<file path="src/rtl/systolic_result_drain.sv">
// ---------------------------------------------------------------------------
// systolic_result_drain
//
// Result drain stage behind the 4x4 systolic array controller. When the
// controller raises done, every PE accumulator is copied into a local
// snapshot buffer. The snapshot is then streamed out in row-major order over
// a valid/ready interface. After the last element is accepted, the block
// pulses acc_clear (to zero the PE accumulators) and drain_done for one
// cycle, then re-arms for the next matrix.
//
// Each element is narrowed from ACC_W to OUT_W bits. With SATURATE=1 the
// value is clipped to the signed OUT_W range; with SATURATE=0 only the low
// OUT_W bits are kept. OUT_W must not exceed ACC_W.
//
// Ports
//   clk         in   rising-edge clock
//   rst_n       in   asynchronous active-low reset
//   done        in   level from controller, high when the array result is final
//   pe_acc      in   flat accumulator bus, element (r,c) at
//                    [(r*COL_NUM+c)*ACC_W +: ACC_W]
//   out_ready   in   downstream accepts the current element
//   out_valid   out  out_data/out_row/out_col/out_sat/out_last are valid
//   out_data    out  converted signed result
//   out_row     out  row index of the current element
//   out_col     out  column index of the current element
//   out_sat     out  current element was clipped
//   out_last    out  current element is the last one, (ROW_NUM-1, COL_NUM-1)
//   busy        out  drain in progress (STREAM or FINISH)
//   acc_clear   out  one-cycle pulse to zero the PE accumulators
//   drain_done  out  one-cycle pulse at the end of a drain
//
// States
//   state    | meaning
//   ---------+-------------------------------------------------------------
//   S_IDLE   | waiting for a rising edge on done; the snapshot is taken then
//   S_STREAM | presenting buffer[index]; the index advances on each handshake
//   S_FINISH | single cycle: acc_clear and drain_done pulse, then back to idle
// ---------------------------------------------------------------------------
module systolic_result_drain #(
    parameter int ROW_NUM  = 4,
    parameter int COL_NUM  = 4,
    parameter int ACC_W    = 20,
    parameter int OUT_W    = 16,
    parameter int SATURATE = 1
) (
    input  logic                                        clk,
    input  logic                                        rst_n,
    input  logic                                        done,
    input  logic [ROW_NUM*COL_NUM*ACC_W-1:0]            pe_acc,
    input  logic                                        out_ready,
    output logic                                        out_valid,
    output logic [OUT_W-1:0]                            out_data,
    output logic [((ROW_NUM > 1) ? $clog2(ROW_NUM) : 1)-1:0] out_row,
    output logic [((COL_NUM > 1) ? $clog2(COL_NUM) : 1)-1:0] out_col,
    output logic                                        out_sat,
    output logic                                        out_last,
    output logic                                        busy,
    output logic                                        acc_clear,
    output logic                                        drain_done
);

    localparam int N     = ROW_NUM * COL_NUM;
    localparam int IDX_W = (N > 1) ? $clog2(N) : 1;
    localparam int ROW_W = (ROW_NUM > 1) ? $clog2(ROW_NUM) : 1;
    localparam int COL_W = (COL_NUM > 1) ? $clog2(COL_NUM) : 1;

    localparam logic [IDX_W-1:0] LAST_IDX = IDX_W'(N - 1);
    localparam logic [OUT_W-1:0] OUT_MAX  = {1'b0, {(OUT_W-1){1'b1}}};
    localparam logic [OUT_W-1:0] OUT_MIN  = {1'b1, {(OUT_W-1){1'b0}}};

    typedef enum logic [1:0] {
        S_IDLE   = 2'd0,
        S_STREAM = 2'd1,
        S_FINISH = 2'd2
    } state_t;

    state_t                 state_q, state_d;
    logic [IDX_W-1:0]       index_q, index_d;
    logic [N*ACC_W-1:0]     buf_q;
    logic                   done_q;
    logic                   load;
    logic                   rise;

    assign rise = done & ~done_q;

    // -----------------------------------------------------------------------
    // State, index, edge detector and snapshot registers
    // -----------------------------------------------------------------------
    always_ff @(posedge clk or negedge rst_n) begin
        if (!rst_n) begin
            state_q <= S_IDLE;
            index_q <= '0;
            buf_q   <= '0;
            done_q  <= 1'b0;
        end else begin
            state_q <= state_d;
            index_q <= index_d;
            // The edge detector runs in every state, so a done level held
            // across a drain never looks like a fresh rise once idle again.
            done_q  <= done;
            if (load) begin
                buf_q <= pe_acc;
            end
        end
    end

    // -----------------------------------------------------------------------
    // Next-state and control outputs
    // -----------------------------------------------------------------------
    always_comb begin
        state_d    = state_q;
        index_d    = index_q;
        load       = 1'b0;
        out_valid  = 1'b0;
        busy       = 1'b0;
        acc_clear  = 1'b0;
        drain_done = 1'b0;

        case (state_q)
            S_IDLE: begin
                if (rise) begin
                    load    = 1'b1;
                    index_d = '0;
                    state_d = S_STREAM;
                end
            end
            S_STREAM: begin
                out_valid = 1'b1;
                busy      = 1'b1;
                if (out_ready) begin
                    if (index_q == LAST_IDX) begin
                        state_d = S_FINISH;
                    end else begin
                        index_d = index_q + IDX_W'(1);
                    end
                end
            end
            S_FINISH: begin
                busy       = 1'b1;
                acc_clear  = 1'b1;
                drain_done = 1'b1;
                state_d    = S_IDLE;
            end
            default: begin
                state_d = S_IDLE;
            end
        endcase
    end

    // -----------------------------------------------------------------------
    // Element select and width conversion
    // -----------------------------------------------------------------------
    logic [ACC_W-1:0]       acc_sel;
    logic [ACC_W-OUT_W:0]   acc_upper;
    logic                   ovf;
    logic [OUT_W-1:0]       conv_data;
    logic [31:0]            idx32;
    logic [31:0]            row32;
    logic [31:0]            col32;

    assign acc_sel   = buf_q[index_q*ACC_W +: ACC_W];

    // The value fits in OUT_W signed bits exactly when the sign bit of the
    // narrow result and every bit above it agree. With OUT_W == ACC_W this
    // slice is just the sign bit, so ovf is always 0 and data passes through.
    assign acc_upper = acc_sel[ACC_W-1:OUT_W-1];
    assign ovf       = (SATURATE != 0) && !((&acc_upper) || !(|acc_upper));

    always_comb begin
        conv_data = acc_sel[OUT_W-1:0];
        if (ovf) begin
            conv_data = acc_sel[ACC_W-1] ? OUT_MIN : OUT_MAX;
        end
    end

    // Index arithmetic is done at 32 bits so that dividing by COL_NUM never
    // truncates the divisor when COL_NUM equals N.
    assign idx32 = 32'(index_q);
    assign row32 = idx32 / 32'(COL_NUM);
    assign col32 = idx32 % 32'(COL_NUM);

    // Data fields are forced to zero whenever nothing is being presented, so
    // the bus is quiet in IDLE/FINISH and immediately after reset.
    assign out_data = out_valid ? conv_data         : '0;
    assign out_row  = out_valid ? row32[ROW_W-1:0]  : '0;
    assign out_col  = out_valid ? col32[COL_W-1:0]  : '0;
    assign out_sat  = out_valid & ovf;
    assign out_last = out_valid & (index_q == LAST_IDX);

endmodule

</file>
<file path="config.mk">
export PLATFORM = sky130hd
export DESIGN_NAME = systolic_result_drain
export DESIGN_NICKNAME = d
export VERILOG_FILES = /design/src/rtl/systolic_result_drain.sv
export SDC_FILE = /design/constraint.sdc
export NUM_CORES = 1
export LEC_CHECK = 0
export ABC_AREA = 1
export BUFFER_PORTS_ARGS = -buffer_cell sky130_fd_sc_hd__buf_2
export CAP_MARGIN = 10
export CORE_MARGIN = 1.5
export CORE_UTILIZATION = 31
export CTS_CLUSTER_DIAMETER = 200
export DETAILED_ROUTE_END_ITERATION = 12
export GPL_TIMING_DRIVEN = 0
export PLACE_DENSITY = 0.49
export SYNTH_ARGS = -nofsm -noshare
export SYNTH_HDL_FRONTEND = slang
export SYNTH_SLANG_ARGS = --single-unit
</file>
<file path="constraint.sdc">
create_clock -name clk -period 4.3 [get_ports clk]
set_input_delay 0.86 -clock clk [delete_from_list [all_inputs] [get_ports clk]]
set_output_delay 0.86 -clock clk [all_outputs]
set_load 0.05 [all_outputs]
</file>
# [Yosys cells after proc, flatten, opt, wreduce, memory -nomap -nowiden]
# Index checks and enable logic that the tools add are counted.
[op_classes] bitwise=4 n_eq_ne=7 n_reduce_logical=10 shifts=1 n_mul=1 muxes=18 addsub=1
[op_table] op="320-bit by 10-bit indexed part select with 20-bit output" count=1
[op_table] op="16-bit two-way mux" count=3
[op_table] op="4-bit two-way mux" count=3
[op_table] op="2-bit two-way mux" count=5
[op_table] op="2-bit != test, second input constant" count=4
[op_table] op="4-bit one-hot mux with 2 select lines" count=1
[op_table] op="4-bit by 3-bit multiplier with 7-bit output, second input constant" count=1
[op_table] op="1-bit two-way mux" count=5
[op_table] op="5-bit AND reduction" count=1
[op_table] op="5-bit OR reduction" count=1
[op_table] op="4-bit by 1-bit adder with 4-bit output, second input constant" count=1
[op_table] op="4-bit equality test, second input constant" count=1
[op_table] op="2-bit one-hot mux with 2 select lines" count=1
[op_table] op="4-bit AND reduction" count=1
[op_table] op="1-bit AND" count=3
[op_table] op="3-bit AND reduction" count=1
[op_table] op="2-bit by 1-bit equality test with 1-bit output, second input constant" count=1
[op_table] op="2-bit equality test, second input constant" count=1
[op_table] op="1-bit zero test" count=2
[op_table] op="2-bit zero test" count=1
[op_table] op="2-bit nonzero test" count=1
[op_table] op="2-bit OR reduction" count=1
[op_table] op="1-bit logical OR" count=1
[op_table] op="1-bit inverter" count=1
[word_totals] regBits=327 wordCells=46

# [Logic depth before layout (Yosys ltp)]
[logic_depth] depth_word=7 depth_mapped=15

# [Worst setup path after synthesis]
# No wires, ideal clock.
[synth_path] path_kind="flip-flop to output port" startpoint="reg state_q[1]" endpoint="out out_last" required_ns=3.440 path_slack_ns=1.048 path_stages_with_launch=6 arrival_ns=2.392 cell_sequence="dfrtp_1 inv_1 ha_1 buf_2 inv_1 nor3_1"
[synth_between] elab_chain_len=3
[synth_lines] element="start: declaration" line="77" text="state_t state_q, state_d;"
[synth_lines] element="start signal: assignment" line="96" text="state_q <= state_d;"
[synth_lines] element="2-bit by 1-bit equality test with 1-bit output" line="119" text="case (state_q)"
[synth_lines] element="1-bit two-way mux" line="119"
[synth_lines] element="named net out_valid" line="51" text="output logic out_valid,"
[synth_lines] element="1-bit AND" line="188" text="assign out_last = out_valid & (index_q == LAST_IDX);"
[synth_lines] element="end: declaration" line="56" text="output logic out_last,"
# The timed path passes the listed nets, and every way through them passes these cells.

# [Final worst setup path]
[layout_path] startpoint="reg index_q[0]" endpoint="out out_data[1]"
[layout_between] elab_chain_len=7
[layout_lines] element="start: declaration" line="78" text="logic [IDX_W-1:0] index_q, index_d;"
[layout_lines] element="start signal: assignment" line="97" text="index_q <= index_d;"
[layout_lines] element="4-bit by 3-bit multiplier with 7-bit output (*)" line="161" text="assign acc_sel = buf_q[index_q*ACC_W +: ACC_W];"
[layout_lines] element="320-bit by 10-bit indexed part select with 20-bit output (*)" line="161"
[layout_lines] element="5-bit OR reduction" line="167" text="assign ovf = (SATURATE != 0) && !((&acc_upper) || !(|acc_upper));"
[layout_lines] element="1-bit zero test" line="167"
[layout_lines] element="1-bit logical OR" line="167"
[layout_lines] element="16-bit two-way mux (*)" line="171" text="if (ovf) begin"
[layout_lines] element="16-bit two-way mux (*)" line="184" text="assign out_data = out_valid ? conv_data : '0;"
[layout_lines] element="end: declaration" line="52" text="output logic [OUT_W-1:0] out_data,"
# Mark *: on every way between the ends. The rest lies on a longest branch, timed or not.

==> impl_metrics.json <==
{
  "status": "finished, final reports clean",
  "crit_arrival_ns": 3.35,
  "clkTransAtPathRegs_ns": 0.06,
  "drt_iter0_markers": 739,
  "coreArea_um2": 50070,
  "syn_area_um2": 15720,
  "cap_violations": 0,
  "cts_root_buf": "clkbuf_16",
  "netlist_instances": 1640,
  "wl_um": 58580,
  "regArea_um2": 8183,
  "routedWlPerCell_um": 21.39,
  "synth_area_leaders": "dfrtp_1 (52%), mux2_2 (17%), nand2_1 (7.5%)",
  "via_count": 13010,
  "hold_class": "in -> async",
  "grt_pass1_vias": 13650,
  "routabilityCongestion": 0.8317,
  "track_usage_pct": 22.52,
  "cts.htree.levels": 2,
  "synthAdderAreaFrac_pct": 0.3183,
  "critPathKind": "reg -> out",
  "clk_latency_ns": 0.56,
  "die_w_um": 228.2,
  "numCtsBuffers": 40,
  "crit_chain": "buf_6, inv_4, buf_6, buf_6, buf_2, nand2_1, nand3_1, nand2_1, a21oi_1, a21oi_1, a21oi_1, a21oi_1, nor2_1, buf_2",
  "drive_above_1_share_pct": 36.95,
  "end_kind": "primary output",
  "power_leakage_nw": 9.746,
  "fmax_mhz": 237.5,
  "worst_pin_slew_ns": 0.7427,
  "vdd_drop_max_mv": 0.5594,
  "syn_avg_cell_area_um2": 9.586,
  "multi_input_area_um2": 6521,
  "synth_compound_area_share_pct": 8.707,
  "antenna_found_initial": 2,
  "drc": 0,
  "yosys.area.top_type": "dfrtp_1",
  "synthSimpleGateAreaFrac_pct": 15.29,
  "viasPerCell": 4.751,
  "synth.area.mux_share_pct": 17.12,
  "cp-start-kind": "register",
  "setup_viol": 0,
  "power.density_nw_per_um2": 770.2,
  "area_growth_syn_to_layout_pct": 26.16,
  "fin_nets": 2362,
  "synth_seq_cells": 327,
  "cp_common_cell": "a21oi_1",
  "slowest_delay_ns": 0.41,
  "fp.dieH_um": 228.2,
  "syn-num-nets": 1968,
  "dp_slack_ns": 0.4471,
  "slew_headroom_pct": 50.49,
  "rows": 82,
  "grt_first_pass_wirelength_um": 86190,
  "cts_tree": "built",
  "cp.required_ns": 3.44,
  "grt_start_max_net_pins": 103,
  "critPathMaxFanout": 10,
  "cts.sinks": 327,
  "synth_cell_type_count": 26,
  "rsz0062_at_grt": "no",
  "synth_top_family_by_area": "multiplexers",
  "fin_crit_ns": 4.210,
  "yosysSeqAreaShare_pct": 52.05,
  "synth_top_cell_area_share_pct": 52.05,
  "synth_xor_xnor_area_share_pct": 0,
  "overflow": 0,
  "initial_core_util_pct": 31.40,
  "clk_path_buf_depth": 3,
  "dp_hpwl_um": 45020,
  "dr.pass1.iters": 5,
  "power_w": 0.01528,
  "hold_viol_final": 0,
  "fin_ws_ns": 0.09032,
  "dieArea_um2": 52070,
  "ios": 350,
  "ant_nets": 0,
  "drv_slew": 0,
  "ys_warn_count": 0,
  "period_share_pct": 97.90,
  "cp_slowest_cell": "dfrtp_1",
  "io_buffers": 349,
  "nFillCells": 5215,
  "clock_skew_ns": 0.01947,
  "cts_setup_buffers": 0
}
area by class of cell:
type	count	share of cell area [%]
Sequential cell	327	41.26
Clock buffer	59	6.062
Timing Repair Buffer	352	9.299
Buffer	113	3.337
Tap cell	672	4.239
Clock inverter	14	0.9589
Multi-Input combinational cell	1098	32.88
Inverter	102	1.943
Antenna cell	2	0.02523
cells in the final DEF (no fill, tap or decap), types with 5 or more instances in the layout:
cell,instances
mux2_2,239
dfrtp_1,327
buf_4,10
buf_6,16
nand3_1,105
clkinv_2,6
a21oi_2,11
nor2_1,169
clkbuf_8,13
buf_2,393
clkbuf_2,5
buf_1,8
clkbuf_16,40
o21ai_1,27
clkbuf_1,31
inv_1,99
o21ai_0,20
nand2_1,314
a22oi_1,6
a21oi_1,187
through the flow:
step / TNS [ns] / util [%] / hold slack, ns / cell area [um2] / cells
2_1_floorplan: 0 / - / 0.4739 / 15720 / 1640
3_3_place_gp: -1390.58 / 36.57 / 0.4867 / 18310 / 2661
3_5_place_dp: 0 / 36.75 / 0.4934 / 18400 / 2664
4_1_cts: 0 / 39.57 / 0.2464 / 19810 / 2737
5_1_grt: 0 / 39.61 / 0.2783 / 19830 / 2738
6_report: 0 / 39.61 / 0.2489 / 19830 / 2739
layer usage:
| metal | vias to the layer above | GRT usage (%) | part of all wire (%) | routed length, um |
|---|---|---|---|---|
| met5 | - | 0 | 0 | 0 |
| met4 | 0 | 6.788 | 2.4 | 1405 |
| met3 | 64 | 4.300 | 5.8 | 3417 |
| met2 | 390 | 36.55 | 47 | 27240 |
| met1 | 6355 | 30.42 | 45 | 26510 |
| li1 | 6204 | - | - | - |
sequential cells by signal, indices dropped and copies added (netlist names):
name     cells
done_q       1
buf_q      320
index_q      4
state_q      2
worst max-delay path, delay by kind of cell (launching register included):
family          cells  cell delay (ns)
compound gates      4             0.54
buf+inv             6             1.25
flops               1             0.41
simple gates        4             0.56
final timing paths:
check / startpoint / end / slack [ns] / cells after the start
min in group clk: done / done_q$_DFF_PN0_ / 0.46 / 1
worst min-delay path: rst_n / buf_q[266]$_DFFE_PN0P_ / 0.25 / 1
worst max register to register: state_q[0]$_DFFE_PN0P_ / buf_q[169]$_DFFE_PN0P_ / 1.29 / 7
worst max-delay path: index_q[0]$_DFFE_PN0P_ / out_data[1] / 0.09 / 14
max in group asynchronous: rst_n / index_q[2]$_DFFE_PN0P_ / 2.75 / 3
worst min register to register: buf_q[223]$_DFFE_PN0P_ / buf_q[223]$_DFFE_PN0P_ / 0.50 / 1
cells by family after synthesis:
kind of cell,Yosys count
simple gates,597
compound gates,258
fa+ha+maj,4
buf+inv,215
mux,239
flops,327
where the power goes:
group	switching, W	internal [W]
Combinational	0.00391	0.00251
Sequential	0.000700	0.00460
Clock	0.00138	0.00218
Yosys cell counts:
library cell	count
nor3_1	2
buf_1	12
mux2_2	239
a22oi_1	7
ha_1	4
nor2_1	170
inv_4	1
nand2_2	3
nor2_2	2
nand3_1	105
clkbuf_1	29
o22ai_1	3
o211ai_2	1
a21oi_2	11
nor2_8	1
buf_2	46
a21oi_1	187
inv_2	2
buf_6	16
buf_4	10
inv_1	99
dfrtp_1	327
o21ai_0	20
o21ai_2	2
o21ai_1	27
nand2_1	314
repair_timing:
item,CTS,global route
setup endpoints to repair,4,7
cloned,0,0
resized for setup,5,13
hold buffers,0,0
No activity file was read; power rests on OpenSTA's default activity.
